### config.mk
export PLATFORM = sky130hd
export DESIGN_NAME = ram_dump_streamer
export DESIGN_NICKNAME = d
export VERILOG_FILES = /design/src/rtl/ram_dump_streamer.sv
export SDC_FILE = /design/constraint.sdc
export NUM_CORES = 1
export LEC_CHECK = 0
export BUFFER_PORTS_ARGS = -buffer_cell sky130_fd_sc_hd__buf_2
export CELL_PAD_IN_SITES_DETAIL_PLACEMENT = 2
export CELL_PAD_IN_SITES_GLOBAL_PLACEMENT = 2
export CORE_MARGIN = 10
export CORE_UTILIZATION = 30
export DETAILED_ROUTE_END_ITERATION = 16
export GPL_TIMING_DRIVEN = 0
export PLACE_DENSITY = 0.87
export SETUP_SLACK_MARGIN = 0.1
export SKIP_LAST_GASP = 1
export SLEW_MARGIN = 20
export SYNTH_ARGS = -nofsm -noshare
export SYNTH_HDL_FRONTEND = slang
export SYNTH_SLANG_ARGS = --single-unit
### constraint.sdc
create_clock -name clk -period 2.01 [get_ports clk]
set_input_delay 0.5025 -clock clk [delete_from_list [all_inputs] [get_ports clk]]
set_output_delay 0.5025 -clock clk [all_outputs]
set_load 0.01 [all_outputs]
### src/rtl/ram_dump_streamer.sv
// Post-halt RAM window dumper: borrows the RAM read port from the arbiter and
// streams each byte of [start_addr..end_addr] (wrapping) over valid/ready.
module ram_dump_streamer #(
  parameter int ADDR_WIDTH  = 4,
  parameter int DATA_WIDTH  = 8,
  parameter int RAM_LATENCY = 1
) (
  input  logic                  clk,
  input  logic                  reset,
  input  logic                  start,
  input  logic [ADDR_WIDTH-1:0] start_addr,
  input  logic [ADDR_WIDTH-1:0] end_addr,
  input  logic                  halt,
  output logic                  ram_req,
  input  logic                  ram_gnt,
  output logic                  ram_rd_en,
  output logic [ADDR_WIDTH-1:0] ram_addr,
  input  logic [DATA_WIDTH-1:0] ram_rd_data,
  output logic                  out_valid,
  input  logic                  out_ready,
  output logic [DATA_WIDTH-1:0] out_data,
  output logic [ADDR_WIDTH-1:0] out_addr,
  output logic                  out_last,
  output logic                  busy,
  output logic                  done,
  output logic                  err,
  output logic [2:0]            dbg_state
);

  typedef enum logic [2:0] {
    S_IDLE    = 3'd0,
    S_REQ     = 3'd1,
    S_READ    = 3'd2,
    S_WAIT    = 3'd3,
    S_PRESENT = 3'd4,
    S_DONE    = 3'd5
  } state_t;

  localparam logic [ADDR_WIDTH:0] CNT_ONE  = (ADDR_WIDTH+1)'(1);
  localparam logic [1:0]          LAT_LAST = 2'(RAM_LATENCY - 1);

  state_t                  state_q, state_d;
  logic [ADDR_WIDTH-1:0]   addr_q, addr_d;
  logic [ADDR_WIDTH:0]     count_q, count_d;
  logic [DATA_WIDTH-1:0]   hold_q, hold_d;
  logic [1:0]              lat_q, lat_d;
  logic                    err_q, err_d;
  logic [ADDR_WIDTH-1:0]   span;

  // Window length minus one, modulo the address space, so end < start wraps.
  assign span = end_addr - start_addr;

  always_ff @(posedge clk or negedge reset) begin
    if (!reset) begin
      state_q <= S_IDLE;
      addr_q  <= '0;
      count_q <= '0;
      hold_q  <= '0;
      lat_q   <= '0;
      err_q   <= 1'b0;
    end else begin
      state_q <= state_d;
      addr_q  <= addr_d;
      count_q <= count_d;
      hold_q  <= hold_d;
      lat_q   <= lat_d;
      err_q   <= err_d;
    end
  end

  // Stream handshake: a byte transfers on a rising edge where out_valid and
  // out_ready are both high; once raised, out_valid and its payload
  // (out_data/out_addr/out_last) hold until that transfer, and out_ready may
  // toggle freely.
  always_comb begin
    state_d = state_q;
    addr_d  = addr_q;
    count_d = count_q;
    hold_d  = hold_q;
    lat_d   = lat_q;
    err_d   = 1'b0;
    case (state_q)
      S_IDLE: begin
        if (start) begin
          if (!halt) begin
            err_d = 1'b1;
          end else begin
            addr_d  = start_addr;
            count_d = {1'b0, span} + CNT_ONE;
            state_d = S_REQ;
          end
        end
      end
      S_REQ: begin
        if (ram_gnt) state_d = S_READ;
      end
      S_READ: begin
        lat_d   = 2'd0;
        state_d = S_WAIT;
      end
      S_WAIT: begin
        if (lat_q == LAT_LAST) begin
          hold_d  = ram_rd_data;
          state_d = S_PRESENT;
        end else begin
          lat_d = lat_q + 2'd1;
        end
      end
      S_PRESENT: begin
        if (out_ready) begin
          if (count_q == CNT_ONE) begin
            state_d = S_DONE;
          end else begin
            addr_d  = addr_q + ADDR_WIDTH'(1);
            count_d = count_q - CNT_ONE;
            state_d = ram_gnt ? S_READ : S_REQ;
          end
        end
      end
      S_DONE: begin
        state_d = S_IDLE;
      end
      default: begin
        state_d = S_IDLE;
      end
    endcase
  end

  assign ram_req   = (state_q == S_REQ) || (state_q == S_READ) ||
                     (state_q == S_WAIT) || (state_q == S_PRESENT);
  assign ram_rd_en = (state_q == S_READ);
  assign ram_addr  = addr_q;
  assign out_valid = (state_q == S_PRESENT);
  assign out_data  = hold_q;
  assign out_addr  = addr_q;
  assign out_last  = (state_q == S_PRESENT) && (count_q == CNT_ONE);
  assign busy      = (state_q != S_IDLE);
  assign done      = (state_q == S_DONE);
  assign err       = err_q;
  assign dbg_state = state_q;

endmodule

### Word level (Yosys, flattened, before mapping)

Cells that the tools add are included.

* reductions and logical operators: 13
* muxes and demuxes: 23
* equal/unequal tests: 13
* add/subtract/negate cells: 5

Operators by type and width (number)
* 2-to-1 mux 5 bit: 4
* 2-to-1 mux 3 bit: 6
* 2-to-1 mux 4 bit: 4
* one-hot mux 3 bit (5 select lines): 1
* != test 2 bit, second input constant: 6
* one-hot mux 5 bit (2 select lines): 1
* AND reduction 5 bit: 2
* one-hot mux 4 bit (2 select lines): 1
* == test 3 x 2 -> 1 bit, second input constant: 2
* == test 3 bit, second input constant: 2
* adder 4 x 1 -> 5 bit, second input constant: 1
* == test 5 x 1 -> 1 bit, second input constant: 1
* subtractor 5 x 1 -> 5 bit, second input constant: 1
* adder 4 x 1 -> 4 bit, second input constant: 1
* 2-to-1 mux 2 bit: 2
* one-hot mux 2 bit (2 select lines): 1
* AND reduction 2 bit: 2
* nonzero test 2 bit: 2
* subtractor 4 bit: 1
* == test 3 x 1 -> 1 bit, second input constant: 1
* zero test 3 bit: 1
* logical OR 1 bit: 3
* 2-to-1 mux 1 bit: 3
* nonzero test 3 bit: 1
* 4 further kinds: 4

* register bits after elaboration: 23
* bits of input ports: 22
* output and inout port bits: 26

### Longest topological paths before layout

* depth in word-level cells: 5
* depth in mapped cells: 8
* mapped depth without buffers: 8

### Worst setup path before layout

No wires, ideal clock.

* path kind: input -> register
* start: in end_addr[0]
* end: reg count_q[3]
* buffers on the path: 0
* slack: 0.072 ns
* stages: 8
* data arrival time: 1.847 ns
* data required time: 1.920 ns
* cell sequence: inv_1 ha_1 inv_1 fa_1 xor2_1 and3_1 xnor3_1 o221ai_1

* cells in the longest elaborated chain, start to end: 5

Ends and longest elaborated chain
* start: declaration: RTL line 12 `input logic [ADDR_WIDTH-1:0] end_addr,`
* subtractor 4 bit: RTL line 51 `assign span = end_addr - start_addr;`
* adder 4 x 1 -> 5 bit: RTL line 89 `count_d = {1'b0, span} + CNT_ONE;`
* 2-to-1 mux 5 bit: RTL line 85 `if (!halt) begin`
* 2-to-1 mux 5 bit: RTL line 84 `if (start) begin`
* one-hot mux 5 bit (2 select lines): RTL line 82 `case (state_q)`
* end signal: assignment: RTL line 64 `count_q <= count_d;`
* end: declaration: RTL line 44 `logic [ADDR_WIDTH:0] count_q, count_d;`

Every way passes these cells. The select of a mux whose other input is x is not followed.
A chain may end at the register's enable or synchronous reset.

### Final worst setup path

* start: reg count_q[1]
* end: out out_last

* cells in the longest elaborated chain, start to end: 2

Ends and longest elaborated chain
* == test 5 x 1 -> 1 bit: RTL line 136 `assign out_last = (state_q == S_PRESENT) && (count_q == CNT_ONE);`
* logical AND 1 bit: RTL line 136
* end: declaration: RTL line 23 `output logic out_last,`

Every way passes these cells.

==> results.py <==
metrics = {
    "status": {
        "violations": "negative setup slack",
        "status": "finished with violations",
    },
    "layout": {
        "antenna_cells": 0,
        "fin_nets": 252,
        "seq_area_um2": 576.8,
        "multi_input_area_um2": 855.8,
        "drive_above_1_share_pct": 48.18,
        "fillers": 543,
        "fin_area_um2": 2102,
        "areaGrowthSynthToFinish_pct": 41.18,
    },
    "flow_run": {
        "maxCapViolations": 0,
    },
    "yosys": {
        "synth.top_cell.area_share_pct": 38.66,
        "synthAdderAreaFrac_pct": 8.067,
        "syn_avg_cell_area_um2": 9.796,
        "ys_ff_latch": 23,
        "ys_warn_count": 0,
        "synth_area_leaders": "dfrtp_1 39%, mux2_2 6.8%, ha_1 6.7%",
        "async_reset_ff_share_pct": 100.0,
        "synthesis.area_um2": 1489,
        "synth_xor_area_share_pct": 3.866,
        "synth_top_family_by_area": "simple AND/OR/NAND/NOR gates",
        "yosys.area.top_type": "dfrtp_1",
        "yosysSeqAreaShare_pct": 38.66,
        "synthCells": 152,
        "synthMuxAreaShare_pct": 7.479,
        "synth_most_common_cell": "dfrtp_1",
        "yosys.area_share.simple_pct": 18.40,
        "synth_cell_types": 47,
        "syn-num-nets": 183,
        "synth_compound_area_share_pct": 15.63,
        "yosys-top-cells-count": "23 x dfrtp_1, 12 x inv_1, 12 x nand2_1, 11 x a21oi_1, 9 x mux2_2",
        "synth_ff_type": "dfrtp_1",
        "synth-edff-count": 0,
    },
    "clock_network": {
        "clock_sinks": 23,
        "cts-root-buf": "clkbuf_8",
        "clkLatencyLatePin_ns": 0.27,
        "clk_pin_slew_ns": 0.09,
        "numCtsBuffers": 3,
        "cts_tree": "built",
        "ctsHtreeMaxLevel": 1,
        "cts_hold_buf": 0,
        "clock_path_buffers": 2,
    },
    "timing": {
        "finalSetupViolations": 2,
        "relSlewSlack_pct": 64.30,
        "rsz0062_at_grt": "true",
        "slew_viol_final": 0,
        "fin_crit_ns": 2.120,
        "worst_pin_slew_ns": 0.5355,
        "hold_ws_ns": 0.1983,
        "setup_ws_ns": -0.1102,
        "clock-skew-final_ns": 0.001212,
        "finalCritPeriodShare_pct": 105.5,
        "hold_violations": 0,
        "fmax_ghz": 0.4716,
    },
    "critical_path": {
        "critPathKind": "flip-flop to primary output",
        "crit_family": "simple AND/OR/NAND/NOR gates",
        "critPathCaptureType": "primary output",
        "cp-start-kind": "flip-flop",
        "path_cells": "inv_2, ha_4, or4b_4, nor2_2, buf_2",
        "critPathMaxFanout": 2,
        "worstPathArrival_ns": 1.62,
        "cp.required_ns": 1.51,
        "crit_slowest_cell": "or4b_4",
        "critPathMaxStageDelay_ns": 0.47,
        "path_buf_inv": 2,
    },
    "pwr": {
        "power.internal_w": 0.001808,
        "ir_worst_vdd_v": 0.0008270,
        "power.clock.fraction_pct": 9.9,
        "p_leak_nw": 1.010,
        "power_frac_comb_pct": 62.3,
        "swShare_pct": 42.12,
        "p_sw_w": 0.001316,
        "p_seq_share_pct": 27.8,
        "p_per_area_nw_per_um2": 1486,
    },
    "detailed_routing": {
        "drc_errors": 0,
        "routed_wl_um": 5703,
        "wl_per_cell_um": 19.87,
        "vias": 1426,
        "postRouteAntennaNets": 0,
        "dr.first_iter.drc_count": 44,
        "firstDrtPassIters": 4,
        "via_per_inst": 4.969,
    },
    "floorplanning": {
        "die_w_um": 90.45,
        "start_util_pct": 31.32,
        "fp.dieH_um": 90.45,
        "dieArea_um2": 8181,
        "io_pins": 48,
        "core_um2": 4755,
        "rows": 25,
    },
    "global_routing": {
        "grt_pass1_wl_um": 7997,
        "use_met1_pct": 13.82,
        "grtUsageTotal_pct": 11.76,
        "grt_antenna_before_repair": 0,
        "grt_max_degree": 24,
        "grt_pass1_vias": 1510,
        "grt_overflow_total": 0,
        "busiest_layer": "met2",
        "use_met3_pct": 3.242,
        "met2_usage_pct": 20.58,
    },
    "min_path": {
        "hold_path.class": "input pin to async pin",
    },
    "placement": {
        "place_area_um2": 1815,
        "numPortBuffers": 47,
        "place_congestion": 0.7577,
        "place_hpwl_um": 3636,
    },
}
[final timing paths]
| path | to | from | slack (ns) | cells after the start |
|---|---|---|---|---|
| worst max-delay path | out_last | count_q[1]$_DFFE_PN0P_ | -0.11 | 5 |
| worst min-delay path | count_q[4]$_DFFE_PN0P_ | reset | 0.20 | 1 |
| worst max register to register | out_addr[0]$_DFFE_PN0P_ | dbg_state[1]$_DFFE_PN0P_ | 0.06 | 7 |
| worst min register to register | lat_q[0]$_DFFE_PN0P_ | lat_q[0]$_DFFE_PN0P_ | 0.47 | 1 |
| max in group asynchronous | count_q[0]$_DFFE_PN0P_ | reset | 1.42 | 1 |
| min in group clk | err$_DFF_PN0_ | halt | 0.40 | 2 |
[metal layers]
layer / share of wire [%] / vias to the layer above / wire length [um]
li1: - / 663 / -
met1: 40 / 717 / 2279
met2: 54 / 40 / 3096
met3: 4.6 / 6 / 263
met4: 1.1 / 0 / 63
met5: 0 / - / 0
[cells in the final DEF (no fill, tap or decap), drive strengths merged, types with 3 or more instances in the layout]
master   n
nor3b    3
o21ai    7
dfrtp   23
a21oi   11
inv     13
buf     74
nand2   12
ha       8
nor2     8
nand2b   3
nand3    5
clkbuf   5
mux2     9
nor3     3
[cells by family (layout without fill, tap and decap cells)]
kind of cell | after synthesis | in the layout
xor+xnor | 5 | 5
flops | 23 | 23
fa+ha+maj | 9 | 9
mux | 10 | 10
compound gates | 34 | 34
simple gates | 47 | 47
buf+inv | 24 | 92
[worst reg2reg max path, cell delays in order (launching register included)]
cell and delay, ns:
dfrtp_1 0.43, buf_6 0.14, or3_4 0.37, buf_6 0.13, buf_6 0.11, o22ai_4 0.28
mux2i_1 0.28, nand2_1 0.09
[layout make-up]
type	instances	share of cell area, %
Timing Repair Buffer	66	19.40
Inverter	13	2.679
Sequential cell	23	27.44
Buffer	9	3.631
Multi-Input combinational cell	105	40.71
Tap cell	67	3.988
Clock buffer	4	2.143
[power groups by stage]
| stage | sequential, W | combinational (W) | clock, W |
|---|---|---|---|
| 5_1_grt | 0.000902 | 0.00213 | 0.000334 |
| 6_report | 0.000870 | 0.00195 | 0.000309 |
| 3_5_place_dp | 0.000872 | 0.00145 | 0 |
| 3_3_place_gp | 0.000849 | 0.00140 | 0 |
| 2_1_floorplan | 0.000903 | 0.000865 | 0 |
| 4_1_cts | 0.000846 | 0.00164 | 0.000310 |
[per-stage QoR]
| stage | TNS [ns] | setup WS [ns] | std cells | power (W) | utilization (%) |
|---|---|---|---|---|---|
| 6_report | -0.1882 | -0.1102 | 287 | 0.003124 | 44.21 |
| 3_3_place_gp | -0.2085 | -0.1355 | 266 | 0.002247 | 38.18 |
| 2_1_floorplan | 0 | 0.1146 | 152 | 0.001768 | - |
| 5_1_grt | -0.3000 | -0.1762 | 287 | 0.003363 | 44.21 |
| 4_1_cts | -0.1691 | -0.07696 | 277 | 0.002798 | 41.16 |
| 3_5_place_dp | -0.2668 | -0.1795 | 266 | 0.002317 | 38.18 |
[registers in the layout (all words and copies together), names as in the netlist]
register	count
out_addr	4
lat_q	2
dbg_state	3
count_q	5
out_data	8
err	1
[timing repair]
item / CTS / global route
resized for setup: 12 / 27
setup endpoints to repair: 4 / 10
setup buffers: 7 / 11
hold endpoints to repair: 0 / 0
cloned: 0 / 1
pin swaps: 2 / 5
Power figures use the tool's default switching activity.
